## src/rtl/vga_timing_pkg.sv

```systemverilog
// Shared 640x480@60 timing constants, sync-region states and colour type.
package vga_timing_pkg;

  localparam int DEF_H_ACTIVE = 640;
  localparam int DEF_H_FP     = 16;
  localparam int DEF_H_SYNC   = 96;
  localparam int DEF_H_BP     = 48;
  localparam int DEF_V_ACTIVE = 480;
  localparam int DEF_V_FP     = 10;
  localparam int DEF_V_SYNC   = 2;
  localparam int DEF_V_BP     = 33;
  localparam int BAR_W        = 80;

  typedef enum logic [1:0] {
    ST_ACT,
    ST_FP,
    ST_SYNC,
    ST_BP
  } tstate_t;

  typedef logic [11:0] rgb_t;

endpackage

```

## src/rtl/vga_bar_pattern.sv

```systemverilog
// Eight 80-pixel vertical colour bars, black outside the active area.
module vga_bar_pattern
  import vga_timing_pkg::*;
(
  input  logic [9:0]  x,
  input  logic        de,
  output logic [11:0] rgb
);

  logic [2:0] bar;

  assign bar = 3'(x / 10'(BAR_W));

  always_comb begin
    rgb = '0;
    if (de) begin
      unique case (bar)
        3'd0: rgb = 12'hFFF;
        3'd1: rgb = 12'hFF0;
        3'd2: rgb = 12'h0FF;
        3'd3: rgb = 12'h0F0;
        3'd4: rgb = 12'hF0F;
        3'd5: rgb = 12'hF00;
        3'd6: rgb = 12'h00F;
        3'd7: rgb = 12'h000;
      endcase
    end
  end

endmodule

```

## src/rtl/vga_timing_gen.sv

```systemverilog
// VGA raster timing driven by a pixel strobe in the system clock domain.
// VGA_TEST_PATTERN_EN adds the rgb port with a colour-bar generator.
module vga_timing_gen
  import vga_timing_pkg::*;
#(
  parameter int   H_ACTIVE = DEF_H_ACTIVE,
  parameter int   H_FP     = DEF_H_FP,
  parameter int   H_SYNC   = DEF_H_SYNC,
  parameter int   H_BP     = DEF_H_BP,
  parameter int   V_ACTIVE = DEF_V_ACTIVE,
  parameter int   V_FP     = DEF_V_FP,
  parameter int   V_SYNC   = DEF_V_SYNC,
  parameter int   V_BP     = DEF_V_BP,
  parameter logic HS_POL   = 1'b0,
  parameter logic VS_POL   = 1'b0
) (
  input  logic       sys_clk,
  input  logic       sys_rst_n,
  input  logic       pix_ce,
  input  logic       en,
  output logic       hsync,
  output logic       vsync,
  output logic       de,
  output logic [9:0] x,
  output logic [9:0] y,
  output logic       line_start,
  output logic       frame_start
`ifdef VGA_TEST_PATTERN_EN
  ,
  output logic [11:0] rgb
`endif
);

  localparam logic [9:0] H_E0 = 10'(H_ACTIVE - 1);
  localparam logic [9:0] H_E1 = 10'(H_ACTIVE + H_FP - 1);
  localparam logic [9:0] H_E2 = 10'(H_ACTIVE + H_FP + H_SYNC - 1);
  localparam logic [9:0] H_E3 = 10'(H_ACTIVE + H_FP + H_SYNC + H_BP - 1);
  localparam logic [9:0] V_E0 = 10'(V_ACTIVE - 1);
  localparam logic [9:0] V_E1 = 10'(V_ACTIVE + V_FP - 1);
  localparam logic [9:0] V_E2 = 10'(V_ACTIVE + V_FP + V_SYNC - 1);
  localparam logic [9:0] V_E3 = 10'(V_ACTIVE + V_FP + V_SYNC + V_BP - 1);

  // Leave a region when the counter sits on that region's last value.
  function automatic tstate_t st_next(
    tstate_t    s,
    logic [9:0] c,
    logic [9:0] e0,
    logic [9:0] e1,
    logic [9:0] e2,
    logic [9:0] e3
  );
    tstate_t n;
    n = s;
    unique case (s)
      ST_ACT:  if (c == e0) n = ST_FP;
      ST_FP:   if (c == e1) n = ST_SYNC;
      ST_SYNC: if (c == e2) n = ST_BP;
      ST_BP:   if (c == e3) n = ST_ACT;
    endcase
    return n;
  endfunction

  logic [9:0] h_cnt_q, h_cnt_d;
  logic [9:0] v_cnt_q, v_cnt_d;
  tstate_t    h_st_q, h_st_d;
  tstate_t    v_st_q, v_st_d;
  logic       hsync_q, hsync_d;
  logic       vsync_q, vsync_d;
  logic       de_q, de_d;
  logic [9:0] x_q, x_d;
  logic [9:0] y_q, y_d;
  logic       ls_q, ls_d;
  logic       fs_q, fs_d;
  logic       act;
  logic       h_end;

  assign act   = (h_st_q == ST_ACT) && (v_st_q == ST_ACT);
  assign h_end = (h_cnt_q == H_E3);

`ifdef VGA_TEST_PATTERN_EN
  logic [11:0] rgb_q, rgb_d, bar_rgb;

  vga_bar_pattern u_bars (
    .x  (h_cnt_q),
    .de (act),
    .rgb(bar_rgb)
  );

  always_comb begin
    rgb_d = rgb_q;
    if (!en)         rgb_d = '0;
    else if (pix_ce) rgb_d = bar_rgb;
  end

  always_ff @(posedge sys_clk or negedge sys_rst_n) begin
    if (!sys_rst_n) rgb_q <= '0;
    else            rgb_q <= rgb_d;
  end

  assign rgb = rgb_q;
`endif

  always_comb begin
    h_cnt_d = h_cnt_q;
    v_cnt_d = v_cnt_q;
    h_st_d  = h_st_q;
    v_st_d  = v_st_q;
    hsync_d = hsync_q;
    vsync_d = vsync_q;
    de_d    = de_q;
    x_d     = x_q;
    y_d     = y_q;
    ls_d    = 1'b0;
    fs_d    = 1'b0;
    if (!en) begin
      h_cnt_d = '0;
      v_cnt_d = '0;
      h_st_d  = ST_ACT;
      v_st_d  = ST_ACT;
      hsync_d = ~HS_POL;
      vsync_d = ~VS_POL;
      de_d    = 1'b0;
    end else if (pix_ce) begin
      // Outputs describe the position held before this strobe.
      de_d    = act;
      hsync_d = (h_st_q == ST_SYNC) ? HS_POL : ~HS_POL;
      vsync_d = (v_st_q == ST_SYNC) ? VS_POL : ~VS_POL;
      if (act) begin
        x_d = h_cnt_q;
        y_d = v_cnt_q;
      end
      ls_d    = (h_cnt_q == '0);
      fs_d    = (h_cnt_q == '0) && (v_cnt_q == '0);
      h_cnt_d = h_end ? '0 : h_cnt_q + 10'd1;
      h_st_d  = st_next(h_st_q, h_cnt_q, H_E0, H_E1, H_E2, H_E3);
      if (h_end) begin
        v_cnt_d = (v_cnt_q == V_E3) ? '0 : v_cnt_q + 10'd1;
        v_st_d  = st_next(v_st_q, v_cnt_q, V_E0, V_E1, V_E2, V_E3);
      end
    end
  end

  always_ff @(posedge sys_clk or negedge sys_rst_n) begin
    if (!sys_rst_n) begin
      h_cnt_q <= '0;
      v_cnt_q <= '0;
      h_st_q  <= ST_ACT;
      v_st_q  <= ST_ACT;
      hsync_q <= ~HS_POL;
      vsync_q <= ~VS_POL;
      de_q    <= 1'b0;
      x_q     <= '0;
      y_q     <= '0;
      ls_q    <= 1'b0;
      fs_q    <= 1'b0;
    end else begin
      h_cnt_q <= h_cnt_d;
      v_cnt_q <= v_cnt_d;
      h_st_q  <= h_st_d;
      v_st_q  <= v_st_d;
      hsync_q <= hsync_d;
      vsync_q <= vsync_d;
      de_q    <= de_d;
      x_q     <= x_d;
      y_q     <= y_d;
      ls_q    <= ls_d;
      fs_q    <= fs_d;
    end
  end

  assign hsync       = hsync_q;
  assign vsync       = vsync_q;
  assign de          = de_q;
  assign x           = x_q;
  assign y           = y_q;
  assign line_start  = ls_q;
  assign frame_start = fs_q;

endmodule

```

## config.mk

```make
export PLATFORM = sky130hd
export DESIGN_NAME = vga_timing_gen
export DESIGN_NICKNAME = d
export VERILOG_FILES = /design/src/rtl/vga_timing_pkg.sv /design/src/rtl/vga_bar_pattern.sv /design/src/rtl/vga_timing_gen.sv
export SDC_FILE = /design/constraint.sdc
export NUM_CORES = 1
export LEC_CHECK = 0
export ABC_AREA = 0
export BUFFER_PORTS_ARGS = -buffer_cell sky130_fd_sc_hd__buf_2
export CAP_MARGIN = 0
export CORE_MARGIN = 8
export CORE_UTILIZATION = 50
export CTS_CLUSTER_SIZE = 24
export DETAILED_ROUTE_END_ITERATION = 10
export GPL_TIMING_DRIVEN = 0
export PLACE_DENSITY = 0.7
export SLEW_MARGIN = 30
export SYNTH_ARGS = -nofsm -noshare
export SYNTH_HDL_FRONTEND = slang
export SYNTH_SLANG_ARGS = --single-unit
```

## constraint.sdc

```tcl
create_clock -name sys_clk -period 2.3 [get_ports sys_clk]
set_input_delay 0.345 -clock sys_clk [delete_from_list [all_inputs] [get_ports sys_clk]]
set_output_delay 0.345 -clock sys_clk [all_outputs]
set_load 0.02 [all_outputs]
```

; After elaboration in Yosys (flattened, before gate mapping)
; Cells that the tools add are included.
[totals]
rom_bits = 0
elab_cells = 81
register_bits = 49
input_bits = 4
ramBits = 0
out_inout_bits = 25
mem_count = 0
latchBits = 0
[op_classes]
n_eq_ne = 24
bitwise_logic = 0
shifts = 0
n_reduce_logical = 10
n_div = 0
muxes = 34
addsub = 2
n_lt_le_gt_ge = 0
n_mul = 0
[op_table]
columns = op, n
row1 = 10-bit 2-to-1 mux, 7
row2 = "10-bit equality test, second input constant", 5
row3 = "10-bit by 9-bit equality test with 1-bit output, second input constant", 3
row4 = 2-bit 2-to-1 mux, 13
row5 = "10-bit by 1-bit adder with 10-bit output, second input constant", 2
row6 = 10-bit zero test, 2
row7 = 2-bit case mux with 4 select lines, 2
row8 = 1-bit 2-to-1 mux, 12
row9 = "3-bit by 2-bit inequality test with 1-bit output, second input constant", 4
row10 = "3-bit inequality test, second input constant", 4
row11 = "2-bit equality test, second input constant", 4
row12 = 6-bit AND reduction, 1
row13 = 5-bit AND reduction, 1
row14 = "2-bit by 1-bit equality test with 1-bit output, second input constant", 2
row15 = 2-bit zero test, 2
row16 = 3-bit AND reduction, 1
row17 = 1-bit logical AND, 2
row18 = "2-bit by 1-bit inequality test with 1-bit output, second input constant", 1
row19 = "2-bit inequality test, second input constant", 1
row20 = 2-bit AND reduction, 1

; Logic depth before layout (Yosys ltp)
[depth]
depth_word = 6
ltp_mapped = 7
ltp_nobuf = 7

; Worst setup path before layout
; OpenSTA, ideal clock, no wires.
[synth_path]
kind = register to register
start = reg h_cnt_q[5]
end = reg h_st_q[1]
arrival_ps = 1781
path_slack_ps = 393
n_path_buf = 2
required_ps = 2173
stages_incl_launch_ff = 8
setup_time_ps = 127
synth_period_minus_slack_ps = 1907
path_cell_list = dfrtp_1 buf_6 or3_1 buf_2 or3b_4 and2_1 o31ai_1 a21oi_1
[synth_between]
elab_chain_len = 3
word_cells_on_any_way = 9
classes_between = eq/ne (8) / reduce/logical (1)
[synth_lines]
columns = element, line_no
row1 = "start, declared", vga_timing_gen.sv:63  ; logic [9:0] h_cnt_q, h_cnt_d;
row2 = "start signal, assigned", vga_timing_gen.sv:157  ; h_cnt_q <= h_cnt_d;
row3 = "10-bit equality test, on equally long branches", -
row4 = 3-bit inequality test (no source line) / 3-bit by 2-bit inequality test with 1-bit output (equally long branches), -
row5 = 5-bit AND reduction (no source line) *, -
row6 = "end signal, assigned", vga_timing_gen.sv:159  ; h_st_q <= h_st_d;
row7 = "end, declared", vga_timing_gen.sv:65  ; tstate_t h_st_q, h_st_d;
; Mark *: on every way between the ends. The rest lies on a longest branch, timed or not.
; A chain may end at the register's enable or synchronous reset.

; Worst setup path after layout
[layout_path]
start = reg h_cnt_q[7]
end = reg v_st_q[1]
[layout_between]
elab_chain_len = 3
[layout_lines]
columns = element, line_no
row1 = 10-bit equality test, vga_timing_gen.sv:78  ; assign h_end = (h_cnt_q == H_E3);
row2 = 2-bit by 1-bit inequality test with 1-bit output (no source line), -
row3 = 6-bit AND reduction (no source line), -
row4 = "end signal, assigned", vga_timing_gen.sv:160  ; v_st_q <= v_st_d;
row5 = "end, declared", vga_timing_gen.sv:66  ; tstate_t v_st_q, v_st_d;
; Every way passes these cells.

==> results by group <==
Yosys
  – Synthesized area per cell: 10.35 sq um
  – Top-count cell post-synth: dfrtp_1
  – Synth async-reset ratio: 100.0%
  – Sequential share of the synthesized area: 47.67%
  – Unique masters post-synth: 44
  – Synth top area cells: dfrtp_1, mux2_2, ha_1
  – Mapped Area: 0.002577 sq mm
  – Main flop type after synthesis: dfrtp_1
  – Area leader, netlist: dfrtp_1
  – Share of the synthesized area in the top cell type: 45.63%
  – Synth warn: 0
  – Synth Register Bits: 49
  – Number of flops mapped to enable cells by yosys: 0
  – Mapped Cells: 249
  – Post-synth top cells: dfrtp_1, nand2_1, nor2_1
  – Synthesized Nets: 267

Die
  – Io pins: 29
  – Die X: 87.80 um
  – Standard-cell rows: 26
  – Die Footprint: 0.007708 sq mm
  – Core Region: 0.005042 sq mm
  – Starting density of the core: 51.12%
  – DIE HEIGHT: 87.80 um

Placed design
  – # port buffers: 26
  – GPL Wtd Cong: 0.8747
  – Placed cells: 345
  – Final HPWL DP: 3756 um
  – Pre-CTS setup slack: 0.1869 ns

STA
  – Number of failing hold endpoints at the final stage: 0
  – Setup WS post-layout: 0.2200 ns
  – RSZ-0062 raised after global routing: no
  – Max-slew violations: 0
  – Slew @ Worst Pin: 0.6045 ns
  – TNS Setup: 0 ns
  – Final setup fails: 0
  – Max transition margin: 59.70%
  – Final critical-path share of the clock period: 90.44%
  – Worst clock skew: 0.005922 ns
  – Fmax: 480.8 MHz
  – Final Critical Period: 2.080 ns

GRT
  – Global-route wire length before repair: 8832 um
  – Remaining Overflow, GRT: 0
  – Vias in the first global route: 1874
  – Tot GR Track Use: 14.70%
  – Antenna violations before repair: 0
  – Pin count of the biggest net entering global routing: 50

CTS
  – Clock slew seen by the registers of the worst setup and hold paths: 0.09 ns
  – TritonCTS Buffers: 5
  – Clock Path Buffers: 2
  – Clk root buf: clkbuf_8
  – Worst-Skew Late Latency: 0.30 ns
  – Clock sink count: 49
  – # H-tree levels: 2
  – TritonCTS clock tree: yes

Detailed routing
  – DR vias: 1897
  – Starting DRC count in detailed routing: 89
  – Antenna Violating Nets Remaining: 0
  – Via/cell ratio: 5.389
  – Remaining DRCs: 0
  – DR pass1 iterations: 4
  – Routed length per instance: 14.54 um
  – Drt total wl: 5117 um

Layout
  – Nets: 300
  – Register area: 0.001229 sq mm
  – Share of layout cells above drive strength 1: 21.99%
  – Multi-input logic area: 0.001251 sq mm
  – ANT cells: 0
  – # fillers: 470
  – Fin cells: 352
  – Syn-to-layout area delta: 12.72%

Power
  – Maximum vdd drop: 0.0003885 V
  – Total design power: 0.001946 W
  – Leak: 1.386 nW
  – Power per cell area: 669.9 mW/mm^2

Flow run
  – MaxCap Viol Count: 0

Worst setup path
  – CP Max Fanout: 10
  – Critical path type: reg -> reg
  – Worst r2r src: h_cnt_q[7]$_DFFE_PN0P_
  – CP Launch Type: flip-flop
  – Worst Setup End Kind: flip-flop
  – Critical Path AT: 2.30 ns
  – Crit. Startpoint: h_cnt_q[7]$_DFFE_PN0P_
  – Worst Path Required: 2.52 ns

Outcome
  – Result of the run: finished, final reports clean

Hold path
  – Hold Path Class: in -> async
-- flip-flops by register name (all words and copies together), names as in the netlist, 2 cells and up --
| name | cells |
|---|---|
| v_cnt_q | 10 |
| h_st_q | 2 |
| h_cnt_q | 10 |
| y | 10 |
| x | 10 |
| v_st_q | 2 |
-- kinds of logic after synthesis --
family | share of synthesized area, %
fa+ha+maj | 6.796
xor+xnor | 4.757
compound gates | 7.864
flops | 47.67
buf+inv | 3.932
mux | 7.864
simple gates | 21.12
-- cells in the final DEF (no fill, tap or decap), types with 2 or more instances in the layout --
cell type | Yosys | routed
nor2b_1 | 3 | 3
nand2_1 | 21 | 21
o21ai_0 | 9 | 9
nand2b_1 | 2 | 2
nand3_1 | 13 | 13
nor4_1 | 2 | 2
nand4_1 | 14 | 14
clkbuf_1 | 9 | 9
dfrtp_1 | 47 | 47
a21oi_1 | 4 | 4
nor2_1 | 20 | 20
a31oi_1 | 2 | 2
and3_1 | 5 | 5
xnor2_1 | 2 | 2
dfstp_2 | 2 | 2
nor3_1 | 6 | 6
buf_2 | 3 | 28
xor2_1 | 12 | 12
inv_1 | 10 | 10
nor4b_1 | 2 | 2
ha_1 | 14 | 14
clkbuf_8 | 0 | 5
nand4b_1 | 3 | 3
and2_1 | 5 | 5
mux2_2 | 18 | 18
o221ai_1 | 2 | 2
-- power breakdown --
group / switching, W / leakage (nW) / internal [W]
registers: 0.0000484 / 0.667 / 0.000926
clock network: 0.000273 / 0.0540 / 0.000316
logic: 0.000242 / 0.665 / 0.000141
total: 0.000563 / 1.39 / 0.00138
-- critical path, stage by stage, from the launching register on --
cell and delay (ns):
dfrtp_1 0.45, or3_1 0.39, buf_2 0.17, o31ai_4 0.44
a21boi_4 0.29, nand3_1 0.09, o221ai_1 0.17
-- final cells by class --
class / count / area share (%)
timing repair buffer: 26 / 4.565
clock buffer: 5 / 2.369
tap: 70 / 3.015
sequential: 49 / 42.29
inverter: 10 / 1.292
clock inverter: 2 / 1.206
buffer: 14 / 2.196
multi-input combinational: 176 / 43.07
-- timing repair --
action	CTS	global route
hold buffers	0	0
setup buffers	0	0
setup endpoints to repair	0	8
gates resized for setup	0	1
-- through the flow --
| step | instance area [sq um] | hold WS [ns] | util, % |
|---|---|---|---|
| after floorplan | 2577 | 0.04941 | - |
| after global placement | 2795 | 0.4630 | 55.43 |
| after detailed placement | 2798 | 0.4066 | 55.48 |
| after CTS | 2902 | 0.07144 | 57.54 |
| after global routing | 2905 | 0.1032 | 57.62 |
| final | 2905 | 0.04534 | 57.62 |
-- path summary, 6_finish.rpt --
| check | endpoint | slack (ns) | cells past startpoint |
|---|---|---|---|
| setup / recovery | v_st_q[1]$_DFFE_PN0P_ | 0.22 | 6 |
| hold / removal | de$_DFFE_PN0P_ | 0.05 | 1 |
| setup reg to reg | v_st_q[1]$_DFFE_PN0P_ | 0.22 | 6 |
| hold reg to reg | de$_DFFE_PN0P_ | 0.48 | 2 |
| max in group asynchronous | y[7]$_DFFE_PN0P_ | 1.84 | 1 |
| min in group sys_clk | de$_DFFE_PN0P_ | 0.48 | 2 |
-- per-layer routing --
layer	vias to the layer above	routed length, um	track usage (%)
met5	-	0	0
met4	0	72	7.187
met3	6	325	3.940
met2	50	2215	22.37
met1	892	2505	18.79
li1	949	-	-
Power figures use the tool's default switching activity.
